--- config.mk ---
export PLATFORM = sky130hd
export DESIGN_NAME = game_flow_ctrl_flat
export DESIGN_NICKNAME = d
export VERILOG_FILES = /design/src/rtl/game_pkg.sv /design/src/rtl/game_flow_ctrl_if.sv /design/src/rtl/bcd_digit.sv /design/src/rtl/game_flow_ctrl.sv /design/src/flat_wrapper.sv
export SDC_FILE = /design/constraint.sdc
export NUM_CORES = 1
export LEC_CHECK = 0
export ABC_CLOCK_PERIOD_IN_PS = 15200
export CAP_MARGIN = 40
export CORE_UTILIZATION = 34
export CTS_CLUSTER_DIAMETER = 150
export DETAILED_ROUTE_END_ITERATION = 10
export PLACE_DENSITY_LB_ADDON = 0.25
export SETUP_SLACK_MARGIN = 0.3
export SKIP_LAST_GASP = 1
export SLEW_MARGIN = 10
export SYNTH_ARGS = -nofsm -noshare
export SYNTH_HDL_FRONTEND = slang
export SYNTH_SLANG_ARGS = --single-unit
--- constraint.sdc ---
create_clock -name clk -period 15.2 [get_ports clk]
set_input_delay 3.04 -clock clk [delete_from_list [all_inputs] [get_ports clk]]
set_output_delay 3.04 -clock clk [all_outputs]
set_load 0.02 [all_outputs]
--- src/rtl/game_pkg.sv ---
// Shared encodings for the game flow controller: display cell indices, FSM states
// and a BCD helper for elaborating the countdown reload value.
package game_pkg;

   localparam logic [4:0] DARK        = 5'd31;
   localparam logic [4:0] DIGIT_BASE  = 5'd0;
   localparam logic [4:0] PLAYER_BASE = 5'd10;
   localparam logic [4:0] BULLET_BASE = 5'd13;
   localparam logic [4:0] BUBBLE_BASE = 5'd16;

   typedef enum logic [1:0] {
      ST_IDLE   = 2'd0,
      ST_PLAY   = 2'd1,
      ST_PAUSE  = 2'd2,
      ST_FINISH = 2'd3
   } state_t;

   // Two-digit BCD of a small non-negative integer (0..99).
   function automatic logic [7:0] bcd_of(input int v);
      return {4'(v / 10), 4'(v % 10)};
   endfunction

endpackage

--- src/rtl/game_flow_ctrl_if.sv ---
// Control/status bundle between the top-level game module (master) and the
// flow controller (slave).
interface game_flow_ctrl_if
   import game_pkg::*;
#(
   parameter int SCORE_DIGITS = 4,
   parameter int COLS         = 8,
   parameter int CELL_W       = 5
);
   logic                       en;
   logic                       pause;
   logic                       hit;
   logic [3:0]                 hit_pts;
   state_t                     state;
   logic                       playing;
   logic                       tick;
   logic                       finished;
   logic [7:0]                 time_bcd;
   logic [4*SCORE_DIGITS-1:0]  score_bcd;
   logic [COLS*CELL_W-1:0]     status_row;

   modport master (
      output en, pause, hit, hit_pts,
      input  state, playing, tick, finished, time_bcd, score_bcd, status_row
   );

   modport slave (
      input  en, pause, hit, hit_pts,
      output state, playing, tick, finished, time_bcd, score_bcd, status_row
   );
endinterface

--- src/rtl/bcd_digit.sv ---
// One registered BCD digit: add or subtract (val + ci) with carry/borrow out,
// synchronous load and force-to-9 saturation.
module bcd_digit #(
   parameter logic [3:0] RST_VAL = 4'd0
) (
   input  logic       clk,
   input  logic       rst,
   input  logic       ld,
   input  logic [3:0] ld_val,
   input  logic       en,
   input  logic       dn,
   input  logic       sat,
   input  logic [3:0] val,
   input  logic       ci,
   output logic [3:0] q,
   output logic       co
);
   logic [4:0] raw;
   logic [3:0] nx;

   // co is a borrow when dn=1, a decimal carry otherwise
   always_comb begin
      if (dn) begin
         raw = {1'b0, q} - {1'b0, val} - {4'b0, ci};
         co  = raw[4];
         nx  = co ? raw[3:0] + 4'd10 : raw[3:0];
      end else begin
         raw = {1'b0, q} + {1'b0, val} + {4'b0, ci};
         co  = (raw > 5'd9);
         nx  = co ? raw[3:0] - 4'd10 : raw[3:0];
      end
   end

   always_ff @(posedge clk) begin
      if (rst)      q <= RST_VAL;
      else if (ld)  q <= ld_val;
      else if (sat) q <= 4'd9;
      else if (en)  q <= nx;
   end
endmodule

--- src/rtl/game_flow_ctrl.sv ---
// Game flow controller: IDLE/PLAY/PAUSE/FINISH sequencing, tick divider,
// BCD countdown, saturating BCD score and status-row composition.
module game_flow_ctrl
   import game_pkg::*;
#(
   parameter int TICK_DIV     = 50_000_000,
   parameter int GAME_TICKS   = 60,
   parameter int SCORE_DIGITS = 4,
   parameter int COLS         = 8,
   parameter int CELL_W       = 5
) (
   input logic             clk,
   input logic             rst,
   game_flow_ctrl_if.slave bus
);
   localparam int         DIV_W  = $clog2(TICK_DIV);
   localparam logic [7:0] T_LOAD = bcd_of(GAME_TICKS);

   state_t                       state;
   logic [DIV_W-1:0]             div;
   logic                         en_q, pause_q;
   logic                         tick_r, playing_r, finished_r;
   logic                         en_req, pause_req, wrap, last_tick, hit_ok;
   logic [3:0]                   pts;
   logic [1:0][3:0]              t_q;
   logic [2:0]                   t_bo;
   logic [SCORE_DIGITS-1:0][3:0] s_q;
   logic [SCORE_DIGITS:0]        s_co;
   logic [COLS-1:0][CELL_W-1:0]  row;
   logic                         lead;

   assign en_req    = bus.en & ~en_q;
   assign pause_req = bus.pause & ~pause_q;
   assign wrap      = (state == ST_PLAY) && !en_req && (div == DIV_W'(TICK_DIV - 1));
   assign last_tick = wrap && (t_q == 8'h01);
   // a hit in the same cycle as a restart is lost with the old game
   assign hit_ok    = bus.hit && (state == ST_PLAY) && !en_req;
   assign pts       = (bus.hit_pts > 4'd9) ? 4'd9 : bus.hit_pts;

   always_ff @(posedge clk) begin
      if (rst) begin
         state      <= ST_IDLE;
         div        <= '0;
         en_q       <= 1'b0;
         pause_q    <= 1'b0;
         tick_r     <= 1'b0;
         playing_r  <= 1'b0;
         finished_r <= 1'b0;
      end else begin
         en_q    <= bus.en;
         pause_q <= bus.pause;
         tick_r  <= wrap;
         if (en_req) begin
            state      <= ST_PLAY;
            playing_r  <= 1'b1;
            finished_r <= 1'b0;
            div        <= '0;
         end else begin
            case (state)
               ST_PLAY: begin
                  if (wrap) begin
                     div <= '0;
                     if (last_tick) begin
                        state      <= ST_FINISH;
                        playing_r  <= 1'b0;
                        finished_r <= 1'b1;
                     end else if (pause_req) begin
                        state     <= ST_PAUSE;
                        playing_r <= 1'b0;
                     end
                  end else if (pause_req) begin
                     state     <= ST_PAUSE;
                     playing_r <= 1'b0;
                  end else begin
                     div <= div + 1'b1;
                  end
               end
               ST_PAUSE: begin
                  if (pause_req) begin
                     state     <= ST_PLAY;
                     playing_r <= 1'b1;
                  end
               end
               default: ;
            endcase
         end
      end
   end

   // Countdown: ones digit borrows into tens on each tick
   assign t_bo[0] = wrap;
   for (genvar i = 0; i < 2; i++) begin : g_time
      bcd_digit #(.RST_VAL(T_LOAD[i*4 +: 4])) u_dig (
         .clk(clk), .rst(rst), .ld(en_req), .ld_val(T_LOAD[i*4 +: 4]),
         .en(1'b1), .dn(1'b1), .sat(1'b0), .val(4'd0), .ci(t_bo[i]),
         .q(t_q[i]), .co(t_bo[i+1])
      );
   end

   // Score: pts enters the ones digit, carries ripple up; a carry out of the
   // top digit pins every digit at 9 instead of wrapping
   assign s_co[0] = 1'b0;
   for (genvar i = 0; i < SCORE_DIGITS; i++) begin : g_score
      bcd_digit #(.RST_VAL(4'd0)) u_dig (
         .clk(clk), .rst(rst), .ld(en_req), .ld_val(4'd0),
         .en(hit_ok), .dn(1'b0), .sat(hit_ok && s_co[SCORE_DIGITS]),
         .val((i == 0) ? pts : 4'd0), .ci(s_co[i]),
         .q(s_q[i]), .co(s_co[i+1])
      );
   end

   // Row index COLS-1 is cell 0; score digit k (0 = ones) lands in row[k]
   always_comb begin
      lead = 1'b1;
      for (int c = 0; c < COLS; c++) row[c] = CELL_W'(DARK);
      if (state != ST_IDLE) begin
         row[COLS-1] = CELL_W'(DIGIT_BASE) + CELL_W'(t_q[1]);
         row[COLS-2] = CELL_W'(DIGIT_BASE) + CELL_W'(t_q[0]);
         for (int k = SCORE_DIGITS - 1; k >= 0; k--) begin
            lead   = lead && (s_q[k] == 4'd0);
            row[k] = (lead && k != 0) ? CELL_W'(DARK)
                                      : CELL_W'(DIGIT_BASE) + CELL_W'(s_q[k]);
         end
      end
   end

   assign bus.state      = state;
   assign bus.playing    = playing_r;
   assign bus.finished   = finished_r;
   assign bus.tick       = tick_r;
   assign bus.time_bcd   = t_q;
   assign bus.score_bcd  = s_q;
   assign bus.status_row = row;
endmodule

--- src/flat_wrapper.sv ---
// flat-port wrapper written by rule: the top's interface ports become plain ports
module game_flow_ctrl_flat import game_pkg::*;
#(
   parameter int TICK_DIV     = 50_000_000,
   parameter int GAME_TICKS   = 60,
   parameter int SCORE_DIGITS = 4,
   parameter int COLS         = 8,
   parameter int CELL_W       = 5
)
  (clk, rst, bus_en, bus_pause, bus_hit, bus_hit_pts, bus_state, bus_playing, bus_tick, bus_finished, bus_time_bcd, bus_score_bcd, bus_status_row);
  game_flow_ctrl_if #(.SCORE_DIGITS(SCORE_DIGITS), .COLS(COLS), .CELL_W(CELL_W)) bus_i ();
  input logic clk;
  input logic rst;
  input wire logic [$bits(bus_i.en)-1:0] bus_en;
  input wire logic [$bits(bus_i.pause)-1:0] bus_pause;
  input wire logic [$bits(bus_i.hit)-1:0] bus_hit;
  input wire logic [$bits(bus_i.hit_pts)-1:0] bus_hit_pts;
  output wire logic [$bits(bus_i.state)-1:0] bus_state;
  output wire logic [$bits(bus_i.playing)-1:0] bus_playing;
  output wire logic [$bits(bus_i.tick)-1:0] bus_tick;
  output wire logic [$bits(bus_i.finished)-1:0] bus_finished;
  output wire logic [$bits(bus_i.time_bcd)-1:0] bus_time_bcd;
  output wire logic [$bits(bus_i.score_bcd)-1:0] bus_score_bcd;
  output wire logic [$bits(bus_i.status_row)-1:0] bus_status_row;
  assign bus_i.en = bus_en;
  assign bus_i.pause = bus_pause;
  assign bus_i.hit = bus_hit;
  assign bus_i.hit_pts = bus_hit_pts;
  assign bus_state = bus_i.state;
  assign bus_playing = bus_i.playing;
  assign bus_tick = bus_i.tick;
  assign bus_finished = bus_i.finished;
  assign bus_time_bcd = bus_i.time_bcd;
  assign bus_score_bcd = bus_i.score_bcd;
  assign bus_status_row = bus_i.status_row;
  game_flow_ctrl #(.TICK_DIV(TICK_DIV), .GAME_TICKS(GAME_TICKS), .SCORE_DIGITS(SCORE_DIGITS), .COLS(COLS), .CELL_W(CELL_W)) u_core (.clk(clk), .rst(rst), .bus(bus_i));
endmodule
# Yosys cells after proc, flatten, opt, wreduce, memory -nomap -nowiden
# Cells that the tools add are included.
# totals
ff_bits	57
out_inout_bits	69
word_cells	103
# op_classes
addsub	13
magnitude_cmp	5
n_eq_ne	7
muxes	34
bitwise_logic	4
reduce_logical	22
# op_table
operator	n
4-bit two-way mux	15
26-bit two-way mux	2
26-bit by 1-bit adder with 26-bit output, second input constant	1
26-bit equality test, second input constant	1
5-bit by 4-bit > comparator with 1-bit output, second input constant	4
20-bit two-way mux	1
4-bit subtractor, second input constant	4
4-bit by 1-bit adder with 5-bit output	3
5-bit two-way mux	3
4-bit logical NOT	3
10-bit two-way mux	1
4-bit by 1-bit subtractor with 5-bit output	2
4-bit adder, second input constant	2
8-bit by 1-bit equality test with 1-bit output, second input constant	1
1-bit logical AND	8
2-bit two-way mux	4
1-bit two-way mux	6
2-bit AND reduction	3
2-bit nonzero test	3
4-bit by 4-bit adder with 5-bit output	1
4-bit > comparator, second input constant	1
2-bit one-hot mux with 2 select lines	1
3-bit by 1-bit != test with 1-bit output, second input constant	1
3-bit AND reduction	1
other kinds (11)	13

# Logic depth before layout (Yosys ltp)
# logic_depth
word_depth	13
depth_mapped	37

# Cells and area by module
# Synthesis repeated with hierarchy kept, for this count alone.
# hier_totals
hier_cells	880
area_unflattened_um2	7221.9
# by_module_without_submodules
module	instances	cells_per_inst	area_per_inst_um2	seq_area_each_um2
bcd_digit (u_core.g_score[2].u_dig ...)	3	108	909.6	80.1
game_flow_ctrl	1	245	1928.1	660.6
bcd_digit (u_core.g_score[0].u_dig ...)	2	106	894.6	80.1
bcd_digit (u_core.g_time[1].u_dig)	1	99	775.7	80.1

# Least setup slack after synthesis
# OpenSTA, ideal clock, no wires.
# synth_timing
kind	input to register
from	input bus_hit_pts[2]
to	register u_core.g_score[0].u_dig.q[1]
arrival_time_ns	9.674
path_slack_ns	5.392
path_stages	37
path_cell_list	o21ai_0 nand2b_1 ha_1 inv_1 fa_1 xor2_1 ha_1 nand2_1 a32o_1 o21ai_0 ha_1 ha_1 xnor2_1 ha_1 a21boi_0 o21a_1 inv_1 ha_1 ha_1 xnor2_1 ha_1 a21bo_2 o21ai_0 a21oi_1 a31oi_1 inv_1 ha_1 ha_1 clkbuf_1 xnor2_1 ha_1 nand2_1 nand2_1 nand2_1 o211ai_1 a21o_1 a211oi_1
# synth_via
elab_chain_cells	12
elab_cells_between_ends	14
classes_between	add/sub (5); order compare (5); mux (2); reduce/logical (2)
# synth_rtl
item	line_no	source
start, declared	flat_wrapper.sv:17	input wire logic [$bits(bus_i.hit_pts)-1:0] bus_hit_pts;
4-bit > comparator	game_flow_ctrl.sv:38	assign pts = (bus.hit_pts > 4'd9) ? 4'd9 : bus.hit_pts;
4-bit two-way mux *	game_flow_ctrl.sv:38	
4-bit by 4-bit adder with 5-bit output *	bcd_digit.sv:28	raw = {1'b0, q} + {1'b0, val} + {4'b0, ci};
5-bit by 4-bit > comparator with 1-bit output	bcd_digit.sv:29	co = (raw > 5'd9);
4-bit by 1-bit adder with 5-bit output	bcd_digit.sv:28	
5-bit by 4-bit > comparator with 1-bit output	bcd_digit.sv:29	
4-bit by 1-bit adder with 5-bit output	bcd_digit.sv:28	
5-bit by 4-bit > comparator with 1-bit output	bcd_digit.sv:29	
4-bit by 1-bit adder with 5-bit output	bcd_digit.sv:28	
5-bit by 4-bit > comparator with 1-bit output	bcd_digit.sv:29	
1-bit logical AND	game_flow_ctrl.sv:106	.en(hit_ok), .dn(1'b0), .sat(hit_ok && s_co[SCORE_DIGITS]),
3-bit OR reduction (no source line)	-	
end signal, assigned	bcd_digit.sv:36	else if (ld) q <= ld_val;
end signal, assigned	bcd_digit.sv:38	else if (en) q <= nx;
end, declared	bcd_digit.sv:15	output logic [3:0] q,
# Every way passes the cells marked *; elsewhere a longest branch is shown, timed or not.
# A chain may end at the register's enable or synchronous reset.

# Worst setup path after layout
# layout_timing
from	input bus_hit_pts[3]
to	register u_core.g_score[0].u_dig.q[1]
# Same word-level chain as after synthesis.

==> metrics.md <==
| Metric | Value |
|---|---|
| Mux contribution to synthesized area | 0% |
| Fin area | ~4800 µm² |
| Hold_sp | u_core.bus.finished |
| Drt drc | 0 |
| Placed Cells | between 600 and 700 |
| RSZ-0062 raised after global routing | false |
| Sequential Power Share | 40.4% |
| Diodes inserted | 0 |
| Fin. max-slew vios | 0 |
| Seq/Total Area, Yosys | 30.2% |
| Main flop type after synthesis | dfxtp_1 |
| Hold Vio Cnt, Final | 0 |
| Crit path time final | roughly 11,000 ps |
| Slowest-stage cell, CP | o211ai_1 |
| Number of global-route vias before repair | roughly 3,100 |
| Die height | about 110 µm |
| Clock power share | 45.8% |
| Core Rows | 38 |
| Final RePlAce weighted congestion | between 0.8 and 0.9 |
| Worst Max-Slew Pin Slew | between 800 and 900 ps |
| DIE AREA | about 12,000 µm² |
| Resize count post-CTS | 0 |
| P_sw | 97.3 µW |
| Non-filler cells, final | between 600 and 700 |
| Routed Antenna Nets | 0 |
| Worst EP arrival | ~11,000 ps |
| Outcome | finished clean |
| CP max stage delay | roughly 530 ps |
| Initial antenna violation count | 0 |
| Initial Util | 34.9% |
| Max_cap viols | 0 |
| DRT Wirelength | 8870 µm |
| Worst Path Max Fanout | 9 |
| P&R area growth vs syn | 26.0% |
| Total gr overflow | 0 |
| Initial drt markers | 182 |
| Buffers on Ports | 67 |
| Clock Pin Slew Worst Setup and Hold Paths | approximately 70 ps |
| Io pins | ~80 |
| Final Cycle Share | between 70% and 80% |
| Largest net degree at the start of global routing | 23 |
| H-tree depth | 3 |
| Hpwl dp | about 6600 µm |
| Flops & latches, synth | 57 |
| Worst Setup Start Kind | input pin |
| Simple-gate share of the synthesized area | a little under a third |
| Clock buffer depth | 2 |
| Total GRT Usage | around 16% |
| DR vias | 3,511 |
| Compound-Gate Fraction of Synth Area | between 15 and 20% |
| CTS buffer count | 9 |
| Worst rel slew slack | 45.6% |
| Worst skew pair latency | about 330 ps |
| Setup total negative slack | 0 ps |
| DR WL/cell | 12.9 µm |
| Max VDD drop | between 0.00005 and 0.00006 V |
| Fmax | around 90 MHz |
| Syn Area/Cell | 7.83 µm² |
| Reg2reg start | u_core.g_score[0].u_dig.q[0] |
| Syn. warnings | 0 |
| Distinct cells, synth | 57 |
| Post-CTS repair timing setup buffer count | 0 |
| Sink Count | between 50 and 60 |
| Post-layout nets | 582 |
| Hold Path Stages | 2 |
| Pwr Density | between 70 and 80 nW/µm² |
| Post-synthesis async set-or-reset flop share | 0% |
| Drt pass-1 iters | 4 |
| CP Launch Point | bus_hit_pts[3] |
| Skew final | roughly 11 ps |
| Worst hold slack | between 400 and 500 ps |
| Post-Syn Area | 3780 µm² |
| Combinational fraction of design power | 13.8% |
| Adder-Cell Fraction of Synth Area | just under 10% |
| Worst Reg-to-Reg Cells | 34 |
| Most common cell after layout, fill and taps aside | clkdlybuf4s50_1 |
| Tightest Hold Check Type | reg2reg |
| First-pass GRT wire length | 14,600 µm |
| Most frequent cells in the layout | clkdlybuf4s50_1 (67), nor2_1 (59), dfxtp_1 (57), nand2_1 (32), a21oi_1 (31) |
| Most used cell, CP | ha_1 |
| Number of flops mapped to enable cells by yosys | 0 |
| Placed inst area | between 4000 and 5000 µm² |
| Required time of the critical path | about 15,000 ps |
| Int Power | around 280 µW |
| Layout cells sized above 1 | approximately 6.7% |
| Leak | about 1.7 nW |
| XOR/XNOR Fraction of Synth Area | roughly 7.9% |
| Switching share of power | 25.7% |
| Core Region | around 11,000 µm² |
| Crit. End Element | register |
| Final Setup Violations | 0 |
| Cts hold-fix bufs | 0 |
| Crit path kind | in2reg |
| Root Driver | clkbuf_8 |
| FILL cells | between 1,000 and 1,500 |
| Largest family of logic cells by synthesized area | simple AND/OR/NAND/NOR gates |
| Die X | about 110 µm |
| DR vias/cell | approximately 5.1 |
| CTS tree | yes |
| Post-Syn Instances | between 400 and 500 |
-- synth_stat cells (all sizes together) (5+ instances only) --
master	count	share of area (%)
nor2b	11	1.8
ha	28	9.3
nand3	20	2.8
a31oi	6	0.99
inv	26	2.6
xnor2	25	5.8
xor2	9	2.1
nor2	59	5.9
and3	5	0.83
dfxtp	57	30
clkbuf	13	1.3
nand2b	20	3.3
nor4	7	1.6
nand2	32	3.2
o21ai	25	3.3
nor3	14	1.9
nand4	7	1.2
or2	13	2.2
a21oi	31	4.1
buf	15	2.8
or3	12	2.0
-- per-layer routing --
metal  track usage, %  wire, µm  vias to the layer above  part of all wire [%]
li1                 -         -                     1782                     -
met2             27.7      4280                       68                    48
met4             6.85        97                        0                   1.1
met1             19.1      4160                     1652                    47
met3             2.54       340                        9                   3.8
met5                0         0                        -                     0
-- path summary, 6_finish.rpt --
check,endpoint,slack [ps]
worst max-delay path,u_core.g_score[0].u_dig.q[1],4190
worst min register to register,u_core.bus.finished,480
worst min-delay path,u_core.bus.finished,480
worst max register to register,u_core.g_score[0].u_dig.q[1],7120
-- final cells by class --
class	instances	area [µm²]	area share [%]
flip-flops and latches	57	1140	24.0
well taps	140	175	3.68
inverters	26	97.6	2.05
repair buffers	69	686	14.4
clock inverters	7	119	2.50
clock buffers	9	124	2.60
multi-input cells	381	2420	50.8
-- per-stage QoR --
stage               total power [mW]  setup WS, ps  util (%)
finish                         0.379          4190      43.9
global route                   0.395          3520      43.9
CTS                            0.384          4240      43.9
detailed placement             0.209          3890      41.7
global placement               0.208          4360      41.6
floorplan                      0.191          5390         -
-- cells by family (layout without fill, tap and decap cells) --
group,count (synthesis),in the layout
XOR/XNOR,34,34
flip-flops,57,57
other,1,10
buffers and inverters,54,111
AO/OA/AOI/OAI,93,93
adder cells (fa/ha/maj),29,29
AND/OR/NAND/NOR,215,215
-- worst max-delay path, delay by kind of cell --
family / cells / cell delay [ps]
AO/OA/AOI/OAI: 12 / 2910
buffers and inverters: 4 / 710
XOR/XNOR: 4 / 1060
adder cells (fa/ha/maj): 12 / 3070
AND/OR/NAND/NOR: 5 / 370
-- flip-flops by register name, indices dropped and copies added (netlist names) --
name	flops
u_core.g_score.u_dig.q	16
u_core.bus.tick	1
u_core.div	26
u_core.en_q	1
u_core.pause_q	1
u_core.bus.finished	1
u_core.bus.playing	1
u_core.g_time.u_dig.q	8
u_core.bus.state	2
-- power groups by stage --
stage	combinational [mW]	sequential (mW)	clock (mW)
2_1_floorplan	0.0336	0.157	0
3_3_place_gp	0.0515	0.156	0
3_5_place_dp	0.0526	0.156	0
4_1_cts	0.0528	0.153	0.178
5_1_grt	0.0569	0.153	0.184
6_report	0.0521	0.153	0.174
No activity file was read; power rests on OpenSTA's default activity.
